==> config.mk <==
export PLATFORM = sky130hd
export DESIGN_NAME = ps2_rx_param
export DESIGN_NICKNAME = d
export VERILOG_FILES = /design/src/rtl/ps2_rx_param.sv
export SDC_FILE = /design/constraint.sdc
export NUM_CORES = 1
export LEC_CHECK = 0
export CAP_MARGIN = 20
export CORE_ASPECT_RATIO = 2
export CORE_MARGIN = 5
export CORE_UTILIZATION = 54
export CTS_BUF_LIST = sky130_fd_sc_hd__clkbuf_8
export CTS_CLUSTER_SIZE = 8
export DETAILED_ROUTE_END_ITERATION = 6
export GPL_ROUTABILITY_DRIVEN = 0
export PLACE_DENSITY = 0.77
export SETUP_SLACK_MARGIN = 0.02
export SYNTH_ARGS = -nofsm -noshare
export SYNTH_HDL_FRONTEND = slang
export SYNTH_SLANG_ARGS = --single-unit
export TNS_END_PERCENT = 100
==> constraint.sdc <==
create_clock -name ck -period 1.8 [get_ports ck]
set_input_delay 0.18 -clock ck [delete_from_list [all_inputs] [get_ports ck]]
set_output_delay 0.18 -clock ck [all_outputs]
set_load 0.005 [all_outputs]
==> src/rtl/ps2_rx_param.sv <==
`default_nettype none
// +------------------------------------------------------------------------+
// | Module      : ps2_rx_param                                             |
// | Description : Parametrised PS/2-style serial receiver. Synchronises,   |
// |               glitch-filters and edge-detects scl/sda, decodes start/  |
// |               data/parity/stop frames with a stall timeout and hands   |
// |               bytes out over valid/ready.                              |
// |               Define PS2_RX_FIFO_EN for a FIFO_DEPTH-entry FIFO;       |
// |               otherwise a single holding register is used.            |
// | Revision    : 1.0 - initial release                                    |
// +------------------------------------------------------------------------+
module ps2_rx_param #(
  parameter int DATA_BITS   = 8,
  parameter int FILT_LEN    = 4,
  parameter int TIMEOUT_CYC = 5000,
  parameter int PARITY_ODD  = 1,
  parameter int FIFO_DEPTH  = 4
) (
  input  logic                 ck,
  input  logic                 reset,
  input  logic                 scl,
  input  logic                 sda,
  input  logic                 data_ready,
  output logic [DATA_BITS-1:0] data_out,
  output logic                 data_valid,
  output logic                 parity_err,
  output logic                 frame_err,
  output logic                 overflow,
  output logic                 busy
);

  localparam int FCW = $clog2(FILT_LEN);
  localparam int BCW = $clog2(DATA_BITS);
  localparam int TCW = $clog2(TIMEOUT_CYC + 1);

  typedef enum logic [1:0] {
    S_IDLE   = 2'd0,
    S_DATA   = 2'd1,
    S_PARITY = 2'd2,
    S_STOP   = 2'd3
  } state_t;

  // ---------------------------------------------------------------------
  // Input conditioning: index 0 = scl, index 1 = sda
  // ---------------------------------------------------------------------
  logic [1:0] w_pin;
  logic [1:0] w_filt;

  assign w_pin = {sda, scl};

  for (genvar gi = 0; gi < 2; gi++) begin : g_in
    logic           r_s1;
    logic           r_s2;
    logic           r_f;
    logic [FCW-1:0] r_cnt;

    // Two-flop synchroniser, then the output follows only a full run of FILT_LEN new samples
    always_ff @(posedge ck or negedge reset) begin
      if (!reset) begin
        r_s1  <= 1'b1;
        r_s2  <= 1'b1;
        r_f   <= 1'b1;
        r_cnt <= '0;
      end else begin
        r_s1 <= w_pin[gi];
        r_s2 <= r_s1;
        if (r_s2 == r_f) begin
          r_cnt <= '0;
        end else if (r_cnt == FCW'(FILT_LEN - 1)) begin
          r_f   <= r_s2;
          r_cnt <= '0;
        end else begin
          r_cnt <= r_cnt + FCW'(1);
        end
      end
    end

    assign w_filt[gi] = r_f;
  end

  logic r_scl_d;
  logic w_tick;
  logic w_sda;

  assign w_tick = r_scl_d & ~w_filt[0];
  assign w_sda  = w_filt[1];

  // ---------------------------------------------------------------------
  // Frame decoder
  // ---------------------------------------------------------------------
  state_t         r_state;
  state_t         w_state_nxt;
  logic [BCW-1:0] r_bit_cnt;
  logic [DATA_BITS-1:0] r_shift;
  logic           r_par_bit;
  logic [TCW-1:0] r_tmo_cnt;
  logic           w_timeout;
  logic           w_par_ok;
  logic           w_perr_nxt;
  logic           w_ferr_nxt;
  logic           w_push;

  assign w_timeout = (r_state != S_IDLE) && !w_tick &&
                     (r_tmo_cnt == TCW'(TIMEOUT_CYC - 1));
  assign w_par_ok  = ((^{r_shift, r_par_bit}) == (PARITY_ODD != 0));

  // State register
  always_ff @(posedge ck or negedge reset) begin
    if (!reset) begin
      r_state <= S_IDLE;
    end else begin
      r_state <= w_state_nxt;
    end
  end

  // Next-state, frame verdict and push request; a stall overrides everything
  always_comb begin
    w_state_nxt = r_state;
    w_perr_nxt  = 1'b0;
    w_ferr_nxt  = 1'b0;
    w_push      = 1'b0;
    case (r_state)
      S_IDLE: begin
        if (w_tick && !w_sda) w_state_nxt = S_DATA;
      end
      S_DATA: begin
        if (w_tick && (r_bit_cnt == BCW'(DATA_BITS - 1))) w_state_nxt = S_PARITY;
      end
      S_PARITY: begin
        if (w_tick) w_state_nxt = S_STOP;
      end
      S_STOP: begin
        if (w_tick) begin
          w_state_nxt = S_IDLE;
          w_ferr_nxt  = !w_sda;
          w_perr_nxt  = !w_par_ok;
          w_push      = w_sda && w_par_ok;
        end
      end
      default: w_state_nxt = S_IDLE;
    endcase
    if (w_timeout) begin
      w_state_nxt = S_IDLE;
      w_ferr_nxt  = 1'b1;
    end
  end

  // Shift register, bit counter, parity capture and stall counter
  always_ff @(posedge ck or negedge reset) begin
    if (!reset) begin
      r_scl_d   <= 1'b1;
      r_bit_cnt <= '0;
      r_shift   <= '0;
      r_par_bit <= 1'b0;
      r_tmo_cnt <= '0;
    end else begin
      r_scl_d <= w_filt[0];
      if (r_state == S_IDLE && w_tick && !w_sda) begin
        r_bit_cnt <= '0;
        r_shift   <= '0;
      end
      if (r_state == S_DATA && w_tick) begin
        r_shift[r_bit_cnt] <= w_sda;
        r_bit_cnt          <= r_bit_cnt + BCW'(1);
      end
      if (r_state == S_PARITY && w_tick) begin
        r_par_bit <= w_sda;
      end
      if (w_tick || r_state == S_IDLE || w_timeout) begin
        r_tmo_cnt <= '0;
      end else begin
        r_tmo_cnt <= r_tmo_cnt + TCW'(1);
      end
    end
  end

  // ---------------------------------------------------------------------
  // Output buffer
  // ---------------------------------------------------------------------
  logic                 w_full;
  logic                 w_valid;
  logic                 w_pop;
  logic                 w_wr;
  logic [DATA_BITS-1:0] w_head;

  assign w_pop = w_valid & data_ready;
  // A full buffer still accepts a frame when the head leaves in the same cycle
  assign w_wr  = w_push && (!w_full || w_pop);

`ifdef PS2_RX_FIFO_EN
  localparam int PW = $clog2(FIFO_DEPTH);
  localparam int CW = PW + 1;

  logic [DATA_BITS-1:0] r_mem [FIFO_DEPTH];
  logic [PW-1:0]        r_wptr;
  logic [PW-1:0]        r_rptr;
  logic [CW-1:0]        r_count;

  assign w_full  = (r_count == CW'(FIFO_DEPTH));
  assign w_valid = (r_count != '0);
  assign w_head  = r_mem[r_rptr];

  // FIFO storage; contents are only visible through the count-gated head
  always_ff @(posedge ck) begin
    if (w_wr) r_mem[r_wptr] <= r_shift;
  end

  // Pointers wrap naturally because the depth is a power of two
  always_ff @(posedge ck or negedge reset) begin
    if (!reset) begin
      r_wptr  <= '0;
      r_rptr  <= '0;
      r_count <= '0;
    end else begin
      if (w_wr)  r_wptr <= r_wptr + PW'(1);
      if (w_pop) r_rptr <= r_rptr + PW'(1);
      case ({w_wr, w_pop})
        2'b10:   r_count <= r_count + CW'(1);
        2'b01:   r_count <= r_count - CW'(1);
        default: r_count <= r_count;
      endcase
    end
  end
`else
  logic [DATA_BITS-1:0] r_hold;
  logic                 r_hold_vld;

  assign w_full  = r_hold_vld;
  assign w_valid = r_hold_vld;
  assign w_head  = r_hold;

  // Single holding register with the same accept/drop rules as the FIFO
  always_ff @(posedge ck or negedge reset) begin
    if (!reset) begin
      r_hold     <= '0;
      r_hold_vld <= 1'b0;
    end else if (w_wr) begin
      r_hold     <= r_shift;
      r_hold_vld <= 1'b1;
    end else if (w_pop) begin
      r_hold     <= '0;
      r_hold_vld <= 1'b0;
    end
  end
`endif

  // One-cycle status pulses, registered so they appear the cycle after the deciding tick
  logic r_perr;
  logic r_ferr;
  logic r_ovf;

  always_ff @(posedge ck or negedge reset) begin
    if (!reset) begin
      r_perr <= 1'b0;
      r_ferr <= 1'b0;
      r_ovf  <= 1'b0;
    end else begin
      r_perr <= w_perr_nxt;
      r_ferr <= w_ferr_nxt;
      r_ovf  <= w_push && w_full && !w_pop;
    end
  end

  assign data_out   = w_valid ? w_head : '0;
  assign data_valid = w_valid;
  assign parity_err = r_perr;
  assign frame_err  = r_ferr;
  assign overflow   = r_ovf;
  assign busy       = (r_state != S_IDLE);

endmodule
`default_nettype wire

==> run_results.csv, run 1 <==
group,metric,value,unit
outcome,outcome,"finished with violations",
outcome,violations,"setup timing",
sta,worst_pin_slew,629,ps
pwr,power.net_switching,1.33,mW
floorplanning,rows,35,
yosys,synth.most_common_cell,"dfrtp_1",
placed_design,place_area,2910,sq um
global_route,first_global_vias,1925,
cells_and_area,layout-drive-gt1-share,27.2,%
clock_network,cts.path.max_buffers,2,
sta,whs,286,ps
run,maxCapViolations,0,
sta,hold_viol,0,
clock_network,clkSinkCount,50,
yosys,synth_area_leader_cell,"dfrtp_1",
placed_design,dpl.cell_count,322,
clock_network,htree_levels,2,
sta,slew_viol_final,0,
yosys,synth.top_cell.area_share,43.5,%
critical_path,cp.required,1990,ps
yosys,synthesis.nets,242,
sta,setup_slack,-27.5,ps
pwr,clkPwrFrac,17.4,%
yosys,syn_area_per_cell,10.9,sq um
sta,setup_viol,5,
sta,fin_setup_tns,-70.6,ps
floorplanning,die_h,106,um
global_route,gr-total-overflow,0,
placed_design,dp_hpwl,3420,um
sta,period_needed,1830,ps
pwr,ir_worst_vdd,0.887,mV
floorplanning,die_x,57.8,um
critical_path,end_kind,"register",
cells_and_area,nNetsFinal,297,
routing,drt_iter0_drc,61,
pwr,p_int,2.50,mW
floorplanning,initial_core_util,54.8,%
critical_path,critPathMaxFanout,8,
pwr,power.total,3.83,mW
global_route,grt_max_degree,51,
pwr,powerDensity,1210,nW/um^2
floorplanning,core_area,4510,sq um
yosys,synth.top_cells.by_count,"dfrtp_1, nand2_1, nor2_1",
yosys,synth_edf_count,0,
yosys,syn_inst,227,
global_route,grt_pass1_wl,8870,um
routing,drc,0,
routing,via_per_inst,5.43,
floorplanning,ios,18,
cells_and_area,syn_to_final_growth,27.5,%
critical_path,crit_type,"reg -> reg",
cells_and_area,final_area,3150,sq um
yosys,ys_types,46,
floorplanning,fp.dieArea,6110,sq um
yosys,postSynth.asyncResetShare,100,%
routing,firstDrtPassIters,4,
clock_network,cts_tree,"done",
routing,postRouteAntennaNets,0,
sta,clock-skew-final,4.96,ps
clock_network,clk_latency,300,ps
clock_network,cts_root_buf,"clkbuf_8",
pwr,swShare,34.8,%
routing,dr_total_vias,1834,
cells_and_area,diodes,0,
yosys,synth-seq-area-share,51.0,%
pwr,pwr-share-seq,41.7,%
routing,wl,4940,um
sta,relSlewSlack,58.1,%
cells_and_area,stdcell_count,338,
clock_network,path_clk_slew,90,ps
yosys,ys.flop_type,"dfrtp_1",
pwr,combPwrFrac,40.8,%
global_route,grt_antenna_before_repair,0,
global_route,gr-usage-all-layers,18.1,%
yosys,yosys-top-cells-area,"dfrtp_1, dfstp_2, ha_1",
placed_design,io_buffer_count,17,
critical_path,arrival,2010,ps
critical_path,worstSetupStartpointType,"register",
routing,wl_per_cell,14.6,um
yosys,yosys_warnings,0,
pwr,leakage,1.43,nW
sta,finalCritPeriodShare,102,%
sta,fmax,547,MHz
clock_network,cts_made_buffers,5,
yosys,ys_ff_latch,50,
hold_path,hp-class,"in -> reg",
yosys,syn_area,2470,sq um
sta,rsz0062_at_grt,"yes",
flip-flops by register name, indices dropped and copies added (netlist names):
| signal | flops |
|---|---|
| r_tmo_cnt | 13 |
| data_valid | 1 |
| g_in.r_s1 | 2 |
| frame_err | 1 |
| r_bit_cnt | 3 |
| r_shift | 8 |
| r_scl_d | 1 |
| g_in.r_f | 2 |
| g_in.r_s2 | 2 |
| r_par_bit | 1 |
| r_state | 2 |
| parity_err | 1 |
| g_in.r_cnt | 4 |
| overflow | 1 |
| r_hold | 8 |
cells by family after synthesis:
group | count (synthesis) | share of synthesized area, %
mux | 12 | 5.42
compound gates | 29 | 8.46
xor+xnor | 19 | 7.95
flops | 50 | 51.0
fa+ha+maj | 10 | 5.06
buf+inv | 14 | 2.63
simple gates | 93 | 19.5
worst max-delay path, stage by stage (launching register included):
cell and delay (ps):
dfrtp_1 400, xnor2_1 160, xnor3_2 470, mux2i_4 210, buf_6 170, mux2i_1 220, o21ai_1 70
layout make-up:
cell class                      instances  area, sq um
Clock inverter                          2         12.5
Fill cell                             316         1360
Tap cell                               55         68.8
Inverter                                6         22.5
Sequential cell                        50         1260
Multi-Input combinational cell        163         1220
Clock buffer                            6         82.6
Timing Repair Buffer                   56          479
placed cells by master (no fill, tap or decap), types with 5 or more instances in the layout:
master / Yosys / layout
o21ai_1: 2 / 6
dfstp_2: 7 / 7
and2_1: 9 / 8
ha_1: 10 / 8
nor3_1: 7 / 6
nand2_1: 26 / 25
nand3_1: 6 / 6
xor2_1: 7 / 6
clkdlybuf4s50_1: 0 / 15
a32oi_1: 6 / 5
buf_4: 0 / 35
and3_1: 7 / 7
clkbuf_8: 0 / 6
nor2_1: 17 / 17
mux2i_1: 10 / 10
xnor2_1: 10 / 9
dfrtp_1: 43 / 42
path summary, 6_finish.rpt:
kind | slack [ps] | depth (start not counted) | endpoint | from
worst max register to register | -30 | 6 | r_hold[4] | r_shift[5]
min in group asynchronous | 520 | 3 | r_tmo_cnt[11] | reset
worst min-delay path | 290 | 1 | g_in[0].r_s1 | scl
worst max-delay path | -30 | 6 | r_hold[4] | r_shift[5]
max in group asynchronous | 820 | 3 | data_valid | reset
worst min register to register | 360 | 0 | g_in[0].r_s2 | g_in[0].r_s1
per-layer routing:
metal	track usage [%]	routed length, um
met1	24.2	2130
met2	29.4	2610
met3	3.06	145
met4	5.97	57
met5	0	0
repair_timing:
item | CTS | global route
hold buffers | 1 | 0
setup endpoints to repair | 22 | 15
resized for setup | 18 | 8
endpoints found under the hold margin | 43 | 0
setup buffers | 4 | 3
pin swaps | 9 | 4
through the flow:
stage               util (%)  worst slack [ps]
global route            69.9              -104
CTS                     68.8             -60.0
detailed placement      64.6              -207
floorplan                  -             -32.7
global placement        64.6              -105
finish                  69.9             -27.5
power groups by stage:
stage	combinational, mW	clock (mW)	sequential [mW]
final	1.56	0.667	1.60
after global routing	1.75	0.732	1.64
after CTS	1.54	0.690	1.59
after detailed placement	1.44	0	1.61
after global placement	1.38	0	1.59
after floorplan	0.859	0	1.59
Note: power is estimated with default switching activity, not from simulation.
==> run 2: changes to the inputs <==
--- a/config.mk
+++ b/config.mk
@@ -6,14 +6,15 @@
 export NUM_CORES = 1
 export LEC_CHECK = 0
 export CAP_MARGIN = 20
+export CELL_PAD_IN_SITES_DETAIL_PLACEMENT = 1
+export CELL_PAD_IN_SITES_GLOBAL_PLACEMENT = 2
 export CORE_ASPECT_RATIO = 2
-export CORE_MARGIN = 5
-export CORE_UTILIZATION = 54
+export CORE_UTILIZATION = 31
 export CTS_BUF_LIST = sky130_fd_sc_hd__clkbuf_8
 export CTS_CLUSTER_SIZE = 8
 export DETAILED_ROUTE_END_ITERATION = 6
 export GPL_ROUTABILITY_DRIVEN = 0
-export PLACE_DENSITY = 0.77
+export PLACE_DENSITY_LB_ADDON = 0.1
 export SETUP_SLACK_MARGIN = 0.02
 export SYNTH_ARGS = -nofsm -noshare
 export SYNTH_HDL_FRONTEND = slang
==> run_results.csv, run 2 (same netlist as run 1, synthesis figures left out) <==
group,metric,value,unit
sta,slew_viol_final,0,
routing,via_per_inst,4.98,
outcome,outcome,"finished with violations",
clock_network,clkSinkCount,50,
critical_path,crit_type,"reg -> reg",
critical_path,r2r_slack,-120,ps
floorplanning,die_h,128,um
clock_network,cts_root_buf,"clkbuf_8",
routing,firstDrtPassIters,3,
global_route,gr-usage-all-layers,17.9,%
critical_path,arrival,2120,ps
global_route,first_global_vias,2128,
cells_and_area,multi_input_area,1240,sq um
cells_and_area,final_cell_mix,"buf_4, dfrtp_1, nand2_1",
pwr,power.net_switching,1.56,mW
global_route,gr-total-overflow,0,
clock_network,path_clk_slew,100,ps
clock_network,htree_levels,2,
cells_and_area,diodes,0,
cells_and_area,syn_to_final_growth,36.8,%
clock_network,cts_tree,"done",
routing,m1WireLength,2200,um
pwr,power.total,4.38,mW
placed_design,io_buffer_count,17,
critical_path,path_cells,"xor2_1 -> xnor3_2 -> mux2i_4 -> buf_16 -> mux2i_1 -> o21ai_1",
sta,hold_viol,0,
sta,setup_viol,11,
routing,dr_total_vias,1943,
routing,routed-wl-met3,99,um
sta,relSlewSlack,71.3,%
floorplanning,initial_core_util,32.3,%
critical_path,worstSetupStartpointType,"register",
critical_path,cp_num_buf_inv,1,
routing,drc,0,
placed_design,post-place-ws,-249,ps
routing,wl,6530,um
pwr,pwr-share-seq,36.3,%
critical_path,critPathMaxFanout,7,
global_route,grt_pass1_wl,10900,um
pwr,leakage,1.52,nW
critical_path,cpLargestDelayFamily,"XOR/XNOR gates",
sta,fmax,521,MHz
cells_and_area,layout-drive-gt1-share,31.8,%
floorplanning,die_x,65.1,um
sta,clock-skew-final,8.09,ps
pwr,p_int,2.81,mW
pwr,combPwrFrac,44.3,%
routing,drt_iter0_drc,34,
sta,setup_slack,-120,ps
cells_and_area,finish.utilization,44.1,%
cells_and_area,nFillCells,868,
clock_network,clk_latency,320,ps
sta,fin_setup_tns,-887,ps
sta,worst_pin_slew,429,ps
routing,wl_per_cell,16.7,um
cells_and_area,nNetsFinal,310,
cells_and_area,regMostFlops,"r_tmo_cnt",
outcome,violations,"setup timing",
pwr,clkPwrFrac,19.4,%
routing,top_layer_used,"met4",
cells_and_area,reg_top3,"r_tmo_cnt (13), r_hold (8), r_shift (8)",
cells_and_area,layout_commonest_cell,"buf_4",
clock_network,cts_made_buffers,5,
pwr,ir_worst_vdd,0.684,mV
cells_and_area,regArea,1260,sq um
global_route,grt_max_degree,51,
critical_path,cp_slowest_cell,"xnor3_2",
cells_and_area,largest_reg_flops,13,
critical_path,end_kind,"register",
floorplanning,core_area,7660,sq um
sta,rsz0062_at_grt,"yes",
clock_network,cts.path.max_buffers,2,
sta,period_needed,1920,ps
routing,dr_wl_met2,4110,um
critical_path,cp.required,2000,ps
floorplanning,fp.dieArea,8350,sq um
floorplanning,ios,18,
placed_design,dp_hpwl,4840,um
sta,finalCritPeriodShare,107,%
routing,postRouteAntennaNets,0,
critical_path,cpPeakStageDelay,440,ps
hold_path,hp-class,"in -> reg",
run,maxCapViolations,0,
global_route,grt_antenna_before_repair,0,
pwr,swShare,35.7,%
floorplanning,rows,45,
pwr,powerDensity,1300,nW/um^2
==> run 2: area by class of cell <==
class,count,share of cell area [%]
flip-flops and latches,50,37.3
multi-input cells,163,36.8
repair buffers,69,18.3
well taps,94,3.48
clock buffers,5,2.04
clock inverters,3,1.41
inverters,6,0.666
==> run 2: through the flow <==
step / hold WS [ps] / std cells / area (sq um)
floorplan: -116 / 227 / 2480
finish: 254 / 390 / 3380
CTS: 244 / 388 / 3310
global placement: 199 / 376 / 3080
global route: 239 / 390 / 3380
detailed placement: 206 / 376 / 3080
==> run 2: final timing paths <==
check,start,endpoint,cells after the start
setup reg to reg,r_shift[2],r_hold[6],6
hold / removal,sda,g_in[1].r_s1,1
setup / recovery,r_shift[2],r_hold[6],6
min in group asynchronous,reset,overflow,3
hold reg to reg,g_in[0].r_s1,g_in[0].r_s2,0
max in group asynchronous,reset,g_in[1].r_s2,3
==> run 2: repair_timing <==
action / 4_1_cts / 5_1_grt
hold endpoints to repair: 43 / 0
gates resized for setup: 22 / 12
hold buffers: 1 / 0
setup endpoints to repair: 26 / 20
cloned: 1 / 0
pin swaps: 7 / 2
buffers inserted: 2 / 2
==> run 2: layer usage <==
layer | vias to the layer above | global-route usage [%]
li1 | 921 | -
met1 | 999 | 17.0
met2 | 17 | 36.3
met3 | 6 | 2.67
met4 | 0 | 6.91
met5 | - | 0
==> run 2: power by group through the flow <==
| stage | clock network, mW | registers, mW | logic, mW |
|---|---|---|---|
| 6_report | 0.849 | 1.59 | 1.94 |
| 5_1_grt | 0.925 | 1.62 | 2.15 |
| 4_1_cts | 0.882 | 1.59 | 1.81 |
| 3_5_place_dp | 0 | 1.61 | 1.69 |
| 3_3_place_gp | 0 | 1.60 | 1.65 |
| 2_1_floorplan | 0 | 1.59 | 0.859 |
==> run 3: changes to the inputs <==
--- a/config.mk
+++ b/config.mk
@@ -10,7 +10,7 @@
 export CELL_PAD_IN_SITES_GLOBAL_PLACEMENT = 2
 export CORE_ASPECT_RATIO = 2
 export CORE_UTILIZATION = 31
-export CTS_BUF_LIST = sky130_fd_sc_hd__clkbuf_8
+export CTS_BUF_LIST = sky130_fd_sc_hd__clkbuf_16
 export CTS_CLUSTER_SIZE = 8
 export DETAILED_ROUTE_END_ITERATION = 6
 export GPL_ROUTABILITY_DRIVEN = 0
==> run_results.csv, run 3 (same netlist as run 1, synthesis figures left out) <==
group,metric,value,unit
sta,relSlewSlack,67.1,%
sta,setup_viol,11,
critical_path,cpPeakStageDelay,530,ps
sta,rsz0062_at_grt,"yes",
floorplanning,rows,45,
floorplanning,fp.dieArea,8350,sq um
critical_path,arrival,2070,ps
cells_and_area,nNetsFinal,310,
floorplanning,ios,18,
clock_network,path_clk_slew,70,ps
clock_network,cts_root_buf,"clkbuf_16",
run,maxCapViolations,0,
clock_network,cts_tree,"done",
global_route,first_global_vias,2138,
placed_design,io_buffer_count,17,
pwr,ir_worst_vdd,0.648,mV
global_route,grt_antenna_before_repair,0,
sta,slew_viol_final,0,
critical_path,cp_slowest_cell,"xnor3_2",
routing,postRouteAntennaNets,0,
pwr,powerDensity,1350,nW/um^2
global_route,gr-total-overflow,0,
cells_and_area,layout_commonest_cell,"buf_4",
cells_and_area,syn_to_final_growth,38.8,%
outcome,outcome,"finished with violations",
placed_design,dp_hpwl,4840,um
critical_path,r2r_slack,-80,ps
floorplanning,die_x,65.1,um
clock_network,cts_made_buffers,5,
routing,drt_iter0_drc,52,
floorplanning,core_area,7660,sq um
critical_path,worstSetupStartpointType,"register",
sta,finalCritPeriodShare,105,%
critical_path,cp_num_buf_inv,1,
sta,whs,282,ps
cells_and_area,layout-drive-gt1-share,31.4,%
pwr,leakage,1.54,nW
routing,wl_per_cell,16.7,um
cells_and_area,reg_top3,"r_tmo_cnt (13), r_hold (8), r_shift (8)",
sta,clock-skew-final,5.13,ps
sta,fmax,531,MHz
clock_network,clkSinkCount,50,
hold_path,hold_start,"sda",
floorplanning,initial_core_util,32.3,%
clock_network,cts.path.max_buffers,2,
placed_design,post-place-ws,-249,ps
cells_and_area,final_cell_mix,"buf_4, dfrtp_1, nand2_1",
critical_path,crit_type,"reg -> reg",
routing,via_per_inst,4.94,
clock_network,htree_levels,2,
critical_path,critPathMaxFanout,3,
hold_path,min_path_cells,1,
clock_network,clk_latency,300,ps
critical_path,end_kind,"register",
cells_and_area,diodes,0,
global_route,gr-usage-all-layers,18.0,%
hold_path,hp-class,"in -> reg",
critical_path,r2r.worst_path.cells,6,
cells_and_area,regMostFlops,"r_tmo_cnt",
sta,setup_slack,-82.9,ps
critical_path,cpLargestDelayFamily,"XOR/XNOR gates",
cells_and_area,largest_reg_flops,13,
sta,hold_viol,0,
routing,dr_total_vias,1928,
floorplanning,die_h,128,um
global_route,grt_max_degree,51,
routing,drc,0,
critical_path,path_cells,"xnor2_2 -> xnor3_2 -> buf_4 -> xor2_4 -> nor3_4 -> a22o_1",
global_route,grt_pass1_wl,10900,um
hold_path,holdPathEnd,"g_in[1].r_s1",
critical_path,r2r_start,"r_shift[4]",
sta,worst_pin_slew,492,ps
critical_path,path_depth,6,
routing,wl,6520,um
critical_path,reg2reg_to,"r_hold[1]",
routing,firstDrtPassIters,4,
critical_path,cp.required,1990,ps
sta,period_needed,1880,ps
outcome,violations,"setup timing",
[run 3: area by class of cell]
| type | instances | area [sq um] |
|---|---|---|
| clock buffer | 5 | 125 |
| clock inverter | 3 | 47.5 |
| inverter | 6 | 22.5 |
| multi-input combinational | 164 | 1270 |
| sequential | 50 | 1260 |
| tap | 94 | 118 |
| timing repair buffer | 68 | 582 |
| fill | 859 | 4230 |
[run 3: worst max path at each step]
stage	startpoint	endpoint	slack, ps
4_1_cts	r_shift[2]	parity_err	-90
3_3_place_gp	r_shift[4]	r_hold[6]	-220
6_report	r_shift[4]	r_hold[1]	-80
3_5_place_dp	r_shift[4]	r_hold[4]	-250
5_1_grt	r_shift[4]	r_hold[1]	-210
2_1_floorplan	r_shift[4]	r_hold[5]	-30
[run 3: routing by layer]
metal | track usage, % | share of wire, % | vias to the layer above
li1 | - | - | 922
met1 | 17.1 | 34 | 983
met2 | 36.0 | 62 | 17
met3 | 2.94 | 1.7 | 6
met4 | 7.29 | 1.9 | 0
met5 | 0 | 0 | -
[run 3: what timing repair did]
item                                   CTS  global route
gates resized for setup                 21            10
buffers inserted                         3             1
endpoints found under the hold margin   43             0
hold buffers                             1             0
gates cloned                             1             0
pin swaps                                8             3
setup endpoints to repair               17            25
[run 3: report_power, final]
group | total [mW] | switching [mW] | internal (mW)
sequential | 1.59 | 0.178 | 1.41
combinational | 1.92 | 0.963 | 0.952
clock | 1.12 | 0.451 | 0.666
total | 4.62 | 1.59 | 3.03
[run 3: through the flow]
stage          std cells  power (mW)  cell area (sq um)  setup TNS (ps)  utilization, %
6_report             390        4.62               3430            -642            44.8
5_1_grt              390        4.95               3430           -2050            44.8
4_1_cts              389        4.65               3380            -721            44.2
3_5_place_dp         376        3.30               3080           -2400            40.2
3_3_place_gp         376        3.25               3080           -2120            40.2
2_1_floorplan        227        2.45               2480            -101               -
